File: config.mk
export PLATFORM = sky130hd
export DESIGN_NAME = noc_inject_arbiter
export DESIGN_NICKNAME = d
export VERILOG_FILES = /design/src/rtl/noc_inject_arbiter.sv
export SDC_FILE = /design/constraint.sdc
export NUM_CORES = 1
export LEC_CHECK = 0
export CORE_MARGIN = 4
export CORE_UTILIZATION = 33
export CTS_CLUSTER_SIZE = 28
export DETAILED_ROUTE_END_ITERATION = 10
export GPL_TIMING_DRIVEN = 1
export PLACE_DENSITY = 0.95
export SLEW_MARGIN = 30
export SYNTH_ARGS = -nofsm -noshare
export SYNTH_HDL_FRONTEND = slang
export SYNTH_SLANG_ARGS = --single-unit
File: constraint.sdc
create_clock -name noc_clk -period 4.1 [get_ports noc_clk]
set_clock_uncertainty 0.05 [all_clocks]
set_input_delay 1.025 -clock noc_clk [delete_from_list [all_inputs] [get_ports noc_clk]]
set_output_delay 1.025 -clock noc_clk [all_outputs]
set_load 0.02 [all_outputs]
File: src/rtl/noc_inject_arbiter.sv
// Round-robin, wormhole-locked arbiter that lets several flit sources share one NoC
// injection port. It also counts delivered packets and flags sources that break protocol.
`ifndef Noc_Data_Width
`define Noc_Data_Width 32
`endif

module noc_inject_arbiter #(
  parameter int NUM_REQ = 4,
  parameter int DATA_W  = `Noc_Data_Width,
  parameter int CNT_W   = 16
) (
  input  logic                        noc_clk,
  input  logic                        noc_rst_n,
  input  logic [NUM_REQ-1:0]          req_valid,
  output logic [NUM_REQ-1:0]          req_ready,
  input  logic [NUM_REQ*DATA_W-1:0]   req_flit,
  input  logic [NUM_REQ-1:0]          req_is_header,
  input  logic [NUM_REQ-1:0]          req_is_tail,
  output logic                        out_valid,
  input  logic                        out_ready,
  output logic [DATA_W-1:0]           out_flit,
  output logic                        out_is_header,
  output logic                        out_is_tail,
  output logic [NUM_REQ-1:0]          grant,
  output logic                        busy,
  output logic [NUM_REQ-1:0]          proto_err,
  input  logic                        err_clr,
  output logic [CNT_W-1:0]            pkt_cnt
);

  localparam int PTR_W = $clog2(NUM_REQ);
  localparam logic [0:0] ST_IDLE   = 1'b0;
  localparam logic [0:0] ST_LOCKED = 1'b1;

  logic [0:0]         state_r;
  logic [NUM_REQ-1:0] grant_r;
  logic [PTR_W-1:0]   rr_ptr_r;
  logic [CNT_W-1:0]   pkt_cnt_r;
  logic [NUM_REQ-1:0] proto_err_r;

  logic [NUM_REQ-1:0] cand_s;
  logic               any_cand_s;
  logic [PTR_W-1:0]   win_idx_s;
  logic [NUM_REQ-1:0] win_oh_s;
  logic [PTR_W-1:0]   owner_s;
  logic [PTR_W-1:0]   next_ptr_s;
  logic               release_s;
  logic [NUM_REQ-1:0] proto_set_s;
  logic [NUM_REQ-1:0] proto_nxt_s;

  assign cand_s     = req_valid & req_is_header;
  assign any_cand_s = |cand_s;

  // Round-robin pick: scan from the highest-offset slot down so the slot nearest rr_ptr wins.
  always_comb begin
    int idx_v;
    idx_v     = 0;
    win_idx_s = {PTR_W{1'b0}};
    for (int k = NUM_REQ - 1; k >= 0; k--) begin
      idx_v     = int'(rr_ptr_r) + k;
      idx_v     = (idx_v >= NUM_REQ) ? (idx_v - NUM_REQ) : idx_v;
      win_idx_s = cand_s[idx_v] ? PTR_W'(idx_v) : win_idx_s;
    end
    win_oh_s = {{(NUM_REQ-1){1'b0}}, 1'b1} << win_idx_s;
  end

  // AND-OR mux of the owner's flit; grant_r is zero in IDLE so every output collapses to 0.
  always_comb begin
    owner_s       = {PTR_W{1'b0}};
    out_flit      = {DATA_W{1'b0}};
    for (int i = 0; i < NUM_REQ; i++) begin
      owner_s  = owner_s | (grant_r[i] ? PTR_W'(i) : {PTR_W{1'b0}});
      out_flit = out_flit | (grant_r[i] ? req_flit[i*DATA_W +: DATA_W] : {DATA_W{1'b0}});
    end
    out_valid     = |(grant_r & req_valid);
    out_is_header = |(grant_r & req_is_header);
    out_is_tail   = |(grant_r & req_is_tail);
    req_ready     = grant_r & {NUM_REQ{out_ready}};
  end

  assign release_s   = (state_r == ST_LOCKED) && out_valid && out_ready && out_is_tail;
  assign next_ptr_s  = (owner_s == PTR_W'(NUM_REQ - 1)) ? {PTR_W{1'b0}} : (owner_s + PTR_W'(1));
  // A body/tail flit from anyone but the owner is a violation; set beats clear.
  assign proto_set_s = req_valid & ~req_is_header & ~grant_r;
  assign proto_nxt_s = err_clr ? proto_set_s : (proto_err_r | proto_set_s);

  // Arbitration state, ownership and round-robin pointer.
  always_ff @(posedge noc_clk or negedge noc_rst_n) begin
    if (!noc_rst_n) begin
      state_r  <= ST_IDLE;
      grant_r  <= {NUM_REQ{1'b0}};
      rr_ptr_r <= {PTR_W{1'b0}};
    end else begin
      case (state_r)
        ST_IDLE: begin
          if (any_cand_s) begin
            state_r <= ST_LOCKED;
            grant_r <= win_oh_s;
          end else begin
            state_r <= ST_IDLE;
            grant_r <= {NUM_REQ{1'b0}};
          end
        end
        ST_LOCKED: begin
          if (release_s) begin
            state_r  <= ST_IDLE;
            grant_r  <= {NUM_REQ{1'b0}};
            rr_ptr_r <= next_ptr_s;
          end else begin
            state_r <= ST_LOCKED;
          end
        end
        default: begin
          state_r <= ST_IDLE;
          grant_r <= {NUM_REQ{1'b0}};
        end
      endcase
    end
  end

  // Packet counter and sticky protocol-error flags.
  always_ff @(posedge noc_clk or negedge noc_rst_n) begin
    if (!noc_rst_n) begin
      pkt_cnt_r   <= {CNT_W{1'b0}};
      proto_err_r <= {NUM_REQ{1'b0}};
    end else begin
      proto_err_r <= proto_nxt_s;
      if (release_s) begin
        pkt_cnt_r <= pkt_cnt_r + CNT_W'(1);
      end else begin
        pkt_cnt_r <= pkt_cnt_r;
      end
    end
  end

  assign grant     = grant_r;
  assign busy      = (state_r == ST_LOCKED);
  assign proto_err = proto_err_r;
  assign pkt_cnt   = pkt_cnt_r;

endmodule

==> impl_metrics.csv <==
group,metric,value,unit
synth,synth_top_cell_area_share,0.3152,
cells_and_area,post_route_cells_drive_above_1_share,0.06742,
cts,cts_max_path_buffers,2,
cts,cts_hold_repair.buffers,0,
synth,synthArstFlopShare,1.000,
setup_path,worstPathBufferInverterCount,2,
synth,synthesized_flop_and_latch_total,27,
min_path,hp-class,"flip-flop to flip-flop",
cts,cts_sinks,27,
synth,post_synth_inst_count,245,
drt,firstDrtPassIters,6,
cts,cts-resized-gates,0,
synth,yosys_warnings,0,
sta,timing.final.crit_share,0.8747,
synth,post_synth_num_cell_types,38,
pwr,max-vdd-ir-drop,0.3526,mV
drt,drt-wirelength-per-cell,18.48,um
place,gp_congestion,0.8505,
pwr,p_leak,1.746,nW
floorplan,die-area,0.007848,mm2
setup_path,critical_path.cell_chain,"clkdlybuf4s50_1, a22oi_2, nand2_1, clkdlybuf4s50_1",
sta,period_minus_slack,3.586,ns
drt,ant_nets,0,
sta,finalSetupViolations,0,
cts,postCtsSetupRepairBufs,0,
setup_path,worstSetupPathType,"input pin to primary output",
synth,top_post_synthesis_cells_by_count,"sky130_fd_sc_hd__a22oi_1 (69), sky130_fd_sc_hd__nand2_1 (38), sky130_fd_sc_hd__dfrtp_1 (27)",
synth,synthesis.nets,390,
sta,slew_headroom,0.5682,
cells_and_area,post-route-util,0.6855,
setup_path,cp_data_required_time,3.02,ns
cts,clk_pin_slew_worst_paths,0.09,ns
synth,synth_most_common_cell,"sky130_fd_sc_hd__a22oi_1",
cells_and_area,finish.instance_area,0.004328,mm2
global_routing,grt_pass1_wl,13.79,mm
sta,setup_slack,0.5138,ns
pwr,finalPower,1.965,mW
drt,drc,0,
sta,timing_max_transition_violations_final,0,
cts,tritoncts.num_buffers,3,
setup_path,max_stage_delay_cell_worst_path,"sky130_fd_sc_hd__clkdlybuf4s50_1",
cells_and_area,area_growth,101.9,%
cells_and_area,antenna-diode-count,0,
sta,grt_setup_unrepaired,"no",
global_routing,grt_overflow,0,
flow_run,max-cap-violations,0,
status,status,"completed",
place,detailedPlacementHpwl,7.826,mm
synth,postSynth.topFlopCell,"sky130_fd_sc_hd__dfrtp_1",
drt,detail_route.wirelength,9.648,mm
sta,hold_slack,0.4222,ns
place,post-place-cells,518,
setup_path,critPathTopFamily,"buffers and inverters",
global_routing,grt_antenna_before_repair,0,
floorplan,dieWidth,88.59,um
synth,seq_area_frac_synth,0.3152,
floorplan,overall_die_height,88.59,um
sta,tightestPinTransition,0.6477,ns
setup_path,cp-end-kind,"primary output",
place,postPlaceCellArea,0.004282,mm2
global_routing,pin_count_of_the_biggest_net_entering_global_routing,32,
sta,finalHoldViolations,0,
cells_and_area,layout.nets,591,
drt,drt_iter0_drc,157,
cells_and_area,final_instance_count_excl_fillers,522,
setup_path,crit_path_frequent_cell,"sky130_fd_sc_hd__clkdlybuf4s50_1",
floorplan,starting_density_of_the_core,0.3395,
place,preCtsSetupSlack,0.5158,ns
global_routing,track_usage,0.2226,
drt,routed-via-count,2798,
synth,number_of_synthesized_flops_with_an_enable_pin,0,
synth,main_area_contributors_after_synthesis,"sky130_fd_sc_hd__dfrtp_1 (32%), sky130_fd_sc_hd__a22oi_1 (24%), sky130_fd_sc_hd__nand2_1 (6.7%)",
place,buffer_ports.inserted,207,
floorplan,area_of_the_placeable_core,0.006314,mm2
setup_path,timing.critical_path.arrival,2.51,ns
synth,synth_top_cell_by_area,"sky130_fd_sc_hd__dfrtp_1",
setup_path,path_max_fanout,6,
drt,vias_per_cell,5.360,
sta,fmaxAchievable,278.8,MHz
setup_path,start_kind,"input pin",
cts,clk_latency,0.27,ns
setup_path,cpPeakStageDelay,0.56,ns
synth,syn-cell-area,0.002143,mm2
cts,htree_levels,1,
floorplan,floorplan.rows,29,
sta,totalNegativeSetupSlack,0,ns
cts,cts-root-buf,"sky130_fd_sc_hd__clkbuf_8",
floorplan,boundaryPins,208,
global_routing,grt_pass1_vias,2735,
cts,cts_tree,"done",
pwr,power_density_over_cell_area,454.1,mW/mm2
synth,post_synth.cell_area_avg,8.748,um2
## worst paths after layout
check	start	to	slack [ns]	cells past startpoint
worst max-delay path	req_valid[1]	out_valid	0.51	4
worst min-delay path	pkt_cnt[15]	pkt_cnt[15]	0.42	1
worst max register to register	grant[1]	pkt_cnt[1]	1.65	5
worst min register to register	pkt_cnt[15]	pkt_cnt[15]	0.42	1
max in group asynchronous	noc_rst_n	proto_err[3]	2.66	2
min in group asynchronous	noc_rst_n	rr_ptr_r[1]	1.09	2
## logic make-up (layout without fill, tap and decap cells)
| logic type | count (synthesis) | count (layout) | synth area share |
|---|---|---|---|
| xor+xnor | 16 | 16 | 0.06538 |
| flops | 27 | 27 | 0.3152 |
| buf+inv | 27 | 227 | 0.05604 |
| simple gates | 81 | 81 | 0.2090 |
| compound gates | 90 | 90 | 0.3275 |
| mux | 3 | 3 | 0.02101 |
| fa+ha+maj | 1 | 1 | 0.005837 |
## layout make-up
class,count,area (um2)
repair buffers,215,2132
fillers,486,1986
multi-input cells,191,1348
flip-flops and latches,27,675.6
well taps,77,96.34
clock buffers,3,41.29
inverters,8,30.03
clock inverters,1,5.005
## per-layer routing
layer / part of all wire / GRT usage / vias up
met1: 0.37 / 0.2626 / 1319
met2: 0.51 / 0.4004 / 132
met4: 0.019 / 0.05082 / 0
met5: 0 / 0 / -
met3: 0.10 / 0.06238 / 14
li1: - / - / 1333
## flip-flops by register name, indices dropped and copies added (netlist names)
register and count:
pkt_cnt 16, proto_err 4, grant 4, busy 1
rr_ptr_r 2
## power breakdown
group	internal (mW)	switching, mW
Clock	0.0681	0.0814
Sequential	0.310	0.0549
Combinational	0.715	0.736
Total	1.09	0.872
## cell usage in the layout, fill, tap and decap left out
cell,netlist,final
sky130_fd_sc_hd__clkdlybuf4s50_1,0,207
sky130_fd_sc_hd__a22oi_1,69,69
sky130_fd_sc_hd__nand2_1,38,38
sky130_fd_sc_hd__dfrtp_1,27,27
sky130_fd_sc_hd__xnor2_1,16,16
sky130_fd_sc_hd__inv_1,8,8
sky130_fd_sc_hd__buf_4,1,8
sky130_fd_sc_hd__and2_1,7,7
sky130_fd_sc_hd__nand3_2,7,7
sky130_fd_sc_hd__nand4_1,6,6
sky130_fd_sc_hd__and3_1,5,5
sky130_fd_sc_hd__o32ai_1,4,4
sky130_fd_sc_hd__nor2_1,4,4
sky130_fd_sc_hd__nand3_1,4,4
sky130_fd_sc_hd__a21oi_1,3,3
sky130_fd_sc_hd__a22o_1,3,3
sky130_fd_sc_hd__mux2_4,3,3
sky130_fd_sc_hd__clkbuf_8,0,3
sky130_fd_sc_hd__a22oi_2,2,2
sky130_fd_sc_hd__o2bb2ai_1,2,2
sky130_fd_sc_hd__nor3_1,2,2
sky130_fd_sc_hd__nand4_2,2,2
sky130_fd_sc_hd__a22oi_4,1,1
sky130_fd_sc_hd__nand2_4,1,1
sky130_fd_sc_hd__a21boi_2,1,1
sky130_fd_sc_hd__nand3b_1,1,1
sky130_fd_sc_hd__a31oi_1,1,1
sky130_fd_sc_hd__or3_1,1,1
sky130_fd_sc_hd__a21boi_0,1,1
sky130_fd_sc_hd__o22ai_1,1,1
sky130_fd_sc_hd__a211oi_1,1,1
sky130_fd_sc_hd__nor2b_1,1,1
sky130_fd_sc_hd__o21ai_0,1,1
sky130_fd_sc_hd__nor4_2,1,1
sky130_fd_sc_hd__and4_1,1,1
sky130_fd_sc_hd__ha_1,1,1
sky130_fd_sc_hd__clkinv_2,0,1
Power figures use the tool's default switching activity.
